**src/rtl/rf_sequencer_if.sv**
```systemverilog
// Instruction handshake between the instruction source (master) and the
// register-file sequencer (slave).
interface rf_sequencer_if #(
    parameter int N           = 8,
    parameter int addressBits = 3
);
    logic                   instr_valid;
    logic                   instr_ready;
    logic [2:0]             opcode;
    logic [addressBits-1:0] rd;
    logic [addressBits-1:0] rs1;
    logic [addressBits-1:0] rs2;
    logic [N-1:0]           imm;
    logic [1:0]             alu_fn_in;

    modport master (
        output instr_valid,
        output opcode,
        output rd,
        output rs1,
        output rs2,
        output imm,
        output alu_fn_in,
        input  instr_ready
    );

    modport slave (
        input  instr_valid,
        input  opcode,
        input  rd,
        input  rs1,
        input  rs2,
        input  imm,
        input  alu_fn_in,
        output instr_ready
    );
endinterface

```
**src/rtl/rf_sequencer.sv**
```systemverilog
// Register-file sequencer: takes one instruction at a time and steps the
// register-file read/write/select controls through a short fixed sequence.
module rf_sequencer #(
    parameter int N           = 8,
    parameter int addressBits = 3
) (
    input  logic                   clk,
    input  logic                   rst,
    rf_sequencer_if.slave          instr,
    output logic [addressBits-1:0] readAddressA,
    output logic [addressBits-1:0] readAddressB,
    output logic                   selectDestinationA,
    output logic                   selectDestinationB,
    output logic [addressBits-1:0] writeAddress,
    output logic                   write_en,
    output logic [1:0]             selectSource,
    output logic [N-1:0]           imm_out,
    output logic [1:0]             alu_fn,
    output logic                   out_valid,
    output logic                   done,
    output logic                   err
);

    typedef enum logic [1:0] {
        IDLE  = 2'd0,
        READ  = 2'd1,
        WRITE = 2'd2,
        OUT   = 2'd3
    } state_t;

    typedef enum logic [2:0] {
        OP_NOP   = 3'd0,
        OP_ALU   = 3'd1,
        OP_LOADI = 3'd2,
        OP_LOADX = 3'd3,
        OP_OUT   = 3'd4
    } opcode_t;

    localparam logic [1:0] SRC_ALU = 2'd0;
    localparam logic [1:0] SRC_EXT = 2'd1;
    localparam logic [1:0] SRC_IMM = 2'd2;

    state_t     state;
    logic [2:0] opcode_q;
    logic       ready_q;
    logic       accept;
    logic       opcode_legal;

    // Addresses 0 and 1 are the hardwired zero/ones registers.
    function automatic logic rd_writable(input logic [addressBits-1:0] a);
        return a > addressBits'(1);
    endfunction

    assign instr.instr_ready = ready_q;
    assign accept            = instr.instr_valid && ready_q;
    assign opcode_legal      = instr.opcode <= OP_OUT;

    always_ff @(posedge clk) begin
        if (rst) begin
            state              <= IDLE;
            opcode_q           <= '0;
            ready_q            <= 1'b1;
            readAddressA       <= '0;
            readAddressB       <= '0;
            writeAddress       <= '0;
            imm_out            <= '0;
            alu_fn             <= '0;
            selectDestinationA <= 1'b0;
            selectDestinationB <= 1'b0;
            write_en           <= 1'b0;
            selectSource       <= SRC_ALU;
            out_valid          <= 1'b0;
            done               <= 1'b0;
            err                <= 1'b0;
        end else begin
            done <= 1'b0;
            err  <= 1'b0;
            case (state)
                IDLE: begin
                    if (accept) begin
                        ready_q <= 1'b0;
                        // Illegal opcodes leave every held field untouched.
                        if (opcode_legal) begin
                            opcode_q     <= instr.opcode;
                            readAddressA <= instr.rs1;
                            readAddressB <= instr.rs2;
                            writeAddress <= instr.rd;
                            imm_out      <= instr.imm;
                            alu_fn       <= instr.alu_fn_in;
                        end
                        case (instr.opcode)
                            OP_NOP: done <= 1'b1;
                            OP_ALU: begin
                                state              <= READ;
                                selectDestinationA <= 1'b0;
                                selectDestinationB <= 1'b0;
                                write_en           <= 1'b0;
                            end
                            OP_LOADI: begin
                                state        <= WRITE;
                                write_en     <= rd_writable(instr.rd);
                                selectSource <= SRC_IMM;
                                done         <= 1'b1;
                                err          <= !rd_writable(instr.rd);
                            end
                            OP_LOADX: begin
                                state        <= WRITE;
                                write_en     <= rd_writable(instr.rd);
                                selectSource <= SRC_EXT;
                                done         <= 1'b1;
                                err          <= !rd_writable(instr.rd);
                            end
                            OP_OUT: begin
                                state              <= OUT;
                                selectDestinationA <= 1'b1;
                                out_valid          <= 1'b1;
                                done               <= 1'b1;
                            end
                            default: begin
                                done <= 1'b1;
                                err  <= 1'b1;
                            end
                        endcase
                    end else begin
                        ready_q <= 1'b1;
                    end
                end
                READ: begin
                    state        <= WRITE;
                    write_en     <= (opcode_q == OP_ALU) && rd_writable(writeAddress);
                    selectSource <= SRC_ALU;
                    done         <= 1'b1;
                    err          <= !rd_writable(writeAddress);
                end
                WRITE, OUT: begin
                    // Return to IDLE; instr_ready reappears the cycle after done.
                    state              <= IDLE;
                    ready_q            <= 1'b1;
                    write_en           <= 1'b0;
                    selectSource       <= SRC_ALU;
                    selectDestinationA <= 1'b0;
                    selectDestinationB <= 1'b0;
                    out_valid          <= 1'b0;
                end
                default: state <= IDLE;
            endcase
        end
    end

endmodule
```
**src/flat_wrapper.sv**
```systemverilog
// flat-port wrapper written by rule: the top's interface ports become plain ports
module rf_sequencer_flat 
#(
    parameter int N           = 8,
    parameter int addressBits = 3
)
  (clk, rst, readAddressA, readAddressB, selectDestinationA, selectDestinationB, writeAddress, write_en, selectSource, imm_out, alu_fn, out_valid, done, err, instr_instr_valid, instr_opcode, instr_rd, instr_rs1, instr_rs2, instr_imm, instr_alu_fn_in, instr_instr_ready);
  rf_sequencer_if #(.N(N), .addressBits(addressBits)) instr_i ();
  input  logic clk;
  input  logic rst;
  output logic [addressBits-1:0] readAddressA;
  output logic [addressBits-1:0] readAddressB;
  output logic selectDestinationA;
  output logic selectDestinationB;
  output logic [addressBits-1:0] writeAddress;
  output logic write_en;
  output logic [1:0] selectSource;
  output logic [N-1:0] imm_out;
  output logic [1:0] alu_fn;
  output logic out_valid;
  output logic done;
  output logic err;
  input wire logic [$bits(instr_i.instr_valid)-1:0] instr_instr_valid;
  input wire logic [$bits(instr_i.opcode)-1:0] instr_opcode;
  input wire logic [$bits(instr_i.rd)-1:0] instr_rd;
  input wire logic [$bits(instr_i.rs1)-1:0] instr_rs1;
  input wire logic [$bits(instr_i.rs2)-1:0] instr_rs2;
  input wire logic [$bits(instr_i.imm)-1:0] instr_imm;
  input wire logic [$bits(instr_i.alu_fn_in)-1:0] instr_alu_fn_in;
  output wire logic [$bits(instr_i.instr_ready)-1:0] instr_instr_ready;
  assign instr_i.instr_valid = instr_instr_valid;
  assign instr_i.opcode = instr_opcode;
  assign instr_i.rd = instr_rd;
  assign instr_i.rs1 = instr_rs1;
  assign instr_i.rs2 = instr_rs2;
  assign instr_i.imm = instr_imm;
  assign instr_i.alu_fn_in = instr_alu_fn_in;
  assign instr_instr_ready = instr_i.instr_ready;
  rf_sequencer #(.N(N), .addressBits(addressBits)) u_core (.clk(clk), .rst(rst), .instr(instr_i), .readAddressA(readAddressA), .readAddressB(readAddressB), .selectDestinationA(selectDestinationA), .selectDestinationB(selectDestinationB), .writeAddress(writeAddress), .write_en(write_en), .selectSource(selectSource), .imm_out(imm_out), .alu_fn(alu_fn), .out_valid(out_valid), .done(done), .err(err));
endmodule
```
**config.mk**
```make
export PLATFORM = sky130hd
export DESIGN_NAME = rf_sequencer_flat
export DESIGN_NICKNAME = d
export VERILOG_FILES = /design/src/rtl/rf_sequencer_if.sv /design/src/rtl/rf_sequencer.sv /design/src/flat_wrapper.sv
export SDC_FILE = /design/constraint.sdc
export NUM_CORES = 1
export LEC_CHECK = 0
export CAP_MARGIN = 10
export CORE_UTILIZATION = 37
export DETAILED_ROUTE_END_ITERATION = 10
export PLACE_DENSITY = 0.78
export SLEW_MARGIN = 0
export SYNTH_ARGS = -nofsm -noshare
export SYNTH_HDL_FRONTEND = slang
export SYNTH_SLANG_ARGS = --single-unit
```
**constraint.sdc**
```tcl
create_clock -name clk -period 1.51 [get_ports clk]
set_input_delay 0.302 -clock clk [delete_from_list [all_inputs] [get_ports clk]]
set_output_delay 0.302 -clock clk [all_outputs]
set_load 0.02 [all_outputs]
```
# ---- Word level (Yosys, flattened, before mapping)
# Cells that the tools add are included.
dict set report totals {
  ff_bits 33
  out_inout_bits 28
  wordCells 77
}
dict set report classes {
  n_lt_le_gt_ge 3
  eq_ne 15
  n_mux 26
  n_reduce_logical 18
}
# cell count
set ops {}
lappend ops {{$pmux W1 S2} 9}
lappend ops {{$pmux W2 S3} 2}
lappend ops {{$reduce_and A3 Y1} 4}
lappend ops {{$mux W1} 10}
lappend ops {{$ne A3 B3 Y1 const B} 3}
lappend ops {{$pmux W2 S2} 2}
lappend ops {{$eq A3 B1 Y1 const B} 2}
lappend ops {{$eq A3 B2 Y1 const B} 2}
lappend ops {{$gt A3 B1 Y1 const B} 2}
lappend ops {{$reduce_and A2 Y1} 3}
lappend ops {{$reduce_or A3 Y1} 2}
lappend ops {{$eq A2 B2 Y1 const B} 2}
lappend ops {{$mux W2} 2}
lappend ops {{$ne A2 B2 Y1 const B} 2}
lappend ops {{$ne A4 B4 Y1 const B} 1}
lappend ops {{$reduce_or A2 Y1} 2}
lappend ops {{$eq A3 B3 Y1 const B} 1}
lappend ops {{$le A3 B3 Y1 const B} 1}
lappend ops {{$logic_not A3 Y1} 1}
lappend ops {{$pmux W1 S3} 1}
lappend ops {{$eq A2 B1 Y1 const B} 1}
lappend ops {{$logic_and A1 B1 Y1} 2}
lappend ops {{$logic_not A1 Y1} 2}
lappend ops {{$logic_not A2 Y1} 1}
lappend ops {{2 further kinds} 2}

# ---- Logic depth before layout (Yosys ltp)
dict set report depth {
  ltp_word 5
  mapped_depth 6
}

# ---- Least setup slack after synthesis
# Ideal clock, no wire load.
dict set report synth_timing {
  kind {flip-flop to flip-flop}
  start {register u_core.ready_q, in the netlist u_core.instr.instr_ready}
  end {register u_core.alu_fn[0]}
  arrival_ps 1292
  required_ps 1394
  path_slack_ps 102
  stages_incl_launch_ff 7
  n_path_buf 3
  cell_sequence {dfxtp_1 and4bb_1 buf_6 and2_4 buf_6 buf_6 o21ai_2}
}
dict set report synth_between {
  elab_chain_len 2
}
# item line
set synth_lines {}
lappend synth_lines {{start, declared} rf_sequencer.sv:45} ;# logic ready_q;
lappend synth_lines {{start signal, assigned} rf_sequencer.sv:62} ;# ready_q <= 1'b1;
lappend synth_lines {{start signal, assigned} rf_sequencer.sv:81} ;# ready_q <= 1'b0;
lappend synth_lines {{start signal, assigned} rf_sequencer.sv:125} ;# ready_q <= 1'b1;
lappend synth_lines {{$logic_and A1 B1 Y1} rf_sequencer.sv:55} ;# assign accept = instr.instr_valid && ready_q;
lappend synth_lines {{$reduce_and A3 Y1 (no source line)} n/a}
lappend synth_lines {{end signal, assigned} rf_sequencer.sv:89} ;# alu_fn <= instr.alu_fn_in;
lappend synth_lines {{end, declared} rf_sequencer.sv:18} ;# output logic [1:0] alu_fn,
# No other way between the ends.
# A chain may end at the register's enable or synchronous reset.

# ---- Worst setup path after layout
dict set report layout_timing {
  start {input instr_instr_valid}
  end {register u_core.imm_out[6]}
}
dict set report layout_between {
  elab_chain_len 2
}
# item line
set layout_lines {}
lappend layout_lines {{start, declared} flat_wrapper.sv:23} ;# input wire logic [$bits(instr_i.instr_valid)-1:0] instr_instr_valid;
lappend layout_lines {{$logic_and A1 B1 Y1} rf_sequencer.sv:55}
lappend layout_lines {{$reduce_and A3 Y1 (no source line)} n/a}
lappend layout_lines {{end signal, assigned} rf_sequencer.sv:88} ;# imm_out <= instr.imm;
lappend layout_lines {{end, declared} rf_sequencer.sv:17} ;# output logic [N-1:0] imm_out,
# No other way between the ends.

==> summary.md <==
| Metric | Value |
|---|---|
| Number of antenna-violating nets in the routed design | `0` |
| First-pass GRT wire length | `6.141 mm` |
| Estimated wirelength of the detail-placed design | `around 2.7 mm` |
| Reg2reg start | `u_core.state[1]$_SDFFE_PP0P_` |
| Yosys warns | `0` |
| Detailed-route DRC error count | `0` |
| Overflow left after global routing | `0` |
| Max stage delay on crit path | `~0.5 ns` |
| Post-cts sizing count | `25` |
| Hold Path End | `u_core.readAddressA[1]$_SDFFE_PP0P_` |
| Deepest level of the CTS H-tree | `2` |
| Non-filler instance count after layout | `276` |
| Fraction of synthesis flops using an asynchronous set or reset pin | `0%` |
| Number of placed instances with taps included | `268` |
| Worst setup path category | `primary input to flip-flop` |
| CP required | `1.67 ns` |
| Max-Cap Viols | `0` |
| Initial core utilization | `around 40%` |
| Count of hold buffers inserted by post-cts repair | `0` |
| Number of stages on the worst hold path | `2` |
| Number of buffer and inverter stages on the critical path | `2` |
| Die boundary width | `~65 um` |
| Initial antenna violation count | `0` |
| Clock Latency Late Sink | `~0.28 ns` |
| Wire length per cell after detailed routing | `between 10 and 15 um` |
| Endpoint of the most critical register-to-register path | `u_core.opcode_q[0]$_SDFFE_PP0P_` |
| Number of clock buffers inserted by TritonCTS | `5` |
| Type of origin of the critical path | `primary input` |
| Largest clock skew in the final design | `0.008562 ns` |
| Final Slew Violations | `0` |
| Status | `completed` |
| Worst setup slack after placement | `-0.2062 ns` |
| Static leakage | `approximately 0.96 nW` |
| CTS max path bufs | `2` |
| Synth unique cells | `36` |
| Largest net degree at the start of global routing | `43` |
| Seq cells post-synth | `32` |
| Clk sinks | `32` |
| Cell area after placement | `2175 um2` |
| Setup slack after layout | `approximately 0.096 ns` |
| Avg Inst Size Synth | `9.290 um2` |
| Setup-violating endpoint count in the final report | `0` |
| Type of element capturing the critical path | `flip-flop` |
| Sequential-to-total area share from yosys stat | `a little over two fifths` |
| Antenna cells | `0` |
| Crit Path Max Fanout | `14` |
| Category of cells accounting for the largest share of critical-path delay | `buffers and inverters` |
| Synthesis-to-layout area growth | `52.02%` |
| Die height | `between 60 and 70 um` |
| Arrival time of the worst setup path | `around 1.6 ns` |
| Count of port buffers added during placement | `51` |
| Fmax achieved | `about 0.71 GHz` |
| Time the worst path needs with I/O delays and setup | `1.414 ns` |
| Crit path cell chain | `clkdlybuf4s50_1 -> and4bb_1 -> and2_4 -> buf_12 -> o21ai_0` |
| Vias in the first global route | `approximately 1,300` |
| Setup Total Neg Slack | `0 ns` |
| Hold Fails Final Rpt | `0` |
| Ys flop type | `sky130_fd_sc_hd__dfxtp_1` |
| Fin crit share | `93.67%` |
| Clock transition time at the flip-flop clock pins of the worst setup and hold paths | `approximately 0.06 ns` |
| Die area | `4275 um2` |
| Share of post-route cells with drive strength above 1 | `approximately a fifth` |
| Syn_nets | `185` |
| Slowest-stage cell, CP | `sky130_fd_sc_hd__clkdlybuf4s50_1` |
| Num rows | `22` |
| Vias per cell | `between 5 and 6` |
| Post-layout net count | `252` |
| Type of the most critical hold path | `flip-flop to flip-flop` |
| Global routing usage summed across all routing layers | `around a fifth` |
| GP Congestion | `about 0.9` |
| Crit path launch | `instr_instr_valid` |
| Buffer count from post-CTS setup fixing | `0` |
| Routed via count | `1,449` |
| Hold path startpoint | `u_core.readAddressA[1]$_SDFFE_PP0P_` |
| Post-synth EDFFs | `0` |
| Number of primary I/O pins | `between 50 and 60` |
| Number of iterations in the first detailed-routing pass | `4` |
| Cell at the root of the clock tree | `sky130_fd_sc_hd__clkbuf_8` |
| Most common cell after layout, fill and taps aside | `sky130_fd_sc_hd__dfxtp_1` |
| Total non-filler cell area in the finished layout | `around 2300 um2` |
| PwrDens | `about 960 nW/um2` |
| Clock tree from TritonCTS | `yes` |
| Detailed router's first-iteration violation count | `~130` |
| Hold_ws | `0.4728 ns` |
| Total Wirelength | `roughly 3.7 mm` |
| Worst vdd ir | `roughly 0.45 mV` |
| Setup slack of the most critical reg-to-reg path | `0.20 ns` |
| Mapped Area | `around 1500 um2` |
| CORE AREA | `about 3700 um2` |
| Mapped Cells | `160` |
| Worst r2r path cells | `3` |
| Most used cells in the layout excluding fill and tap cells | `32 x sky130_fd_sc_hd__dfxtp_1, 25 x sky130_fd_sc_hd__dlygate4sd2_1, 24 x sky130_fd_sc_hd__clkdlybuf4s50_1, 22 x sky130_fd_sc_hd__buf_4, 21 x sky130_fd_sc_hd__nand2b_1` |
[Yosys cell counts (all sizes together), types with 2 or more instances]
library cell	instances	area (um2)
dfxtp	32	640.6
inv	2	7.510
a211oi	2	15.01
clkbuf	6	22.52
a21oi	8	40.04
nor3b	3	22.52
and2	2	15.02
a2111oi	2	20.02
a31oi	2	12.51
o21ai	24	157.6
nor2	8	30.03
nor4	3	18.77
nand4b	19	166.4
nand2b	21	131.4
buf	9	65.06
nand2	3	11.26
[worst register-to-register path: cells and delay by family (launching register included)]
kind / cells / cell delay (ns)
buf+inv: 1 / 0.19
simple gates: 1 / 0.31
compound gates: 1 / 0.33
flops: 1 / 0.38
[worst max-delay path by stage]
stage / to / slack [ns] / cells past startpoint
6_report: u_core.imm_out[6]$_SDFFE_PP0P_ / 0.1 / 5
5_1_grt: u_core.done$_SDFF_PP0_ / -0.001 / 5
4_1_cts: done / 0.01 / 1
3_5_place_dp: u_core.imm_out[6]$_SDFFE_PP0P_ / -0.21 / 5
3_3_place_gp: u_core.readAddressA[0]$_SDFFE_PP0P_ / -0.20 / 5
2_1_floorplan: u_core.alu_fn[0]$_SDFFE_PP0P_ / 0.10 / 6
[power breakdown]
part / internal [W] / switching [W]
Sequential: 0.000893 / 0.0000256
Clock: 0.000488 / 0.000318
Combinational: 0.000222 / 0.000222
[state kept, by name, summed over array words and instances, names as in the netlist]
name                       cells
u_core.alu_fn                  2
u_core.done                    1
u_core.err                     1
u_core.imm_out                 8
u_core.instr.instr_ready       1
u_core.opcode_q                3
u_core.out_valid               1
u_core.readAddressA            3
u_core.readAddressB            3
u_core.selectDestinationA      1
u_core.selectSource            2
u_core.state                   2
u_core.writeAddress            3
u_core.write_en                1
[layout make-up]
cell class / count / area [um2]
Tap cell: 48 / 60.06
Timing Repair Buffer: 75 / 689.4
Inverter: 2 / 7.507
Clock inverter: 3 / 42.54
Clock buffer: 5 / 68.82
Multi-Input combinational cell: 111 / 750.7
Sequential cell: 32 / 640.6
Fill cell: 360 / 1484
[through the flow]
| step | power (W) | utilization [%] |
|---|---|---|
| floorplan | 0.001172 | - |
| global placement | 0.001407 | 58.09 |
| detailed placement | 0.001409 | 58.09 |
| CTS | 0.002190 | 60.23 |
| global route | 0.002270 | 60.36 |
| finish | 0.002168 | 60.36 |
[kinds of logic after synthesis]
family          after synthesis  share of synthesized area [%]
simple gates                 65                          29.80
buf+inv                      17                          6.397
compound gates               44                          19.87
flops                        32                          43.10
other cells                   1                         0.2523
xor+xnor                      1                         0.5893
[metal layers]
layer	vias to the layer above	routed length, um	GRT usage [%]
li1	715	-	-
met1	683	1736	23.80
met2	47	1709	29.51
met3	4	205	4.688
met4	0	74	10.60
met5	-	0	0
No activity file was read; power rests on OpenSTA's default activity.
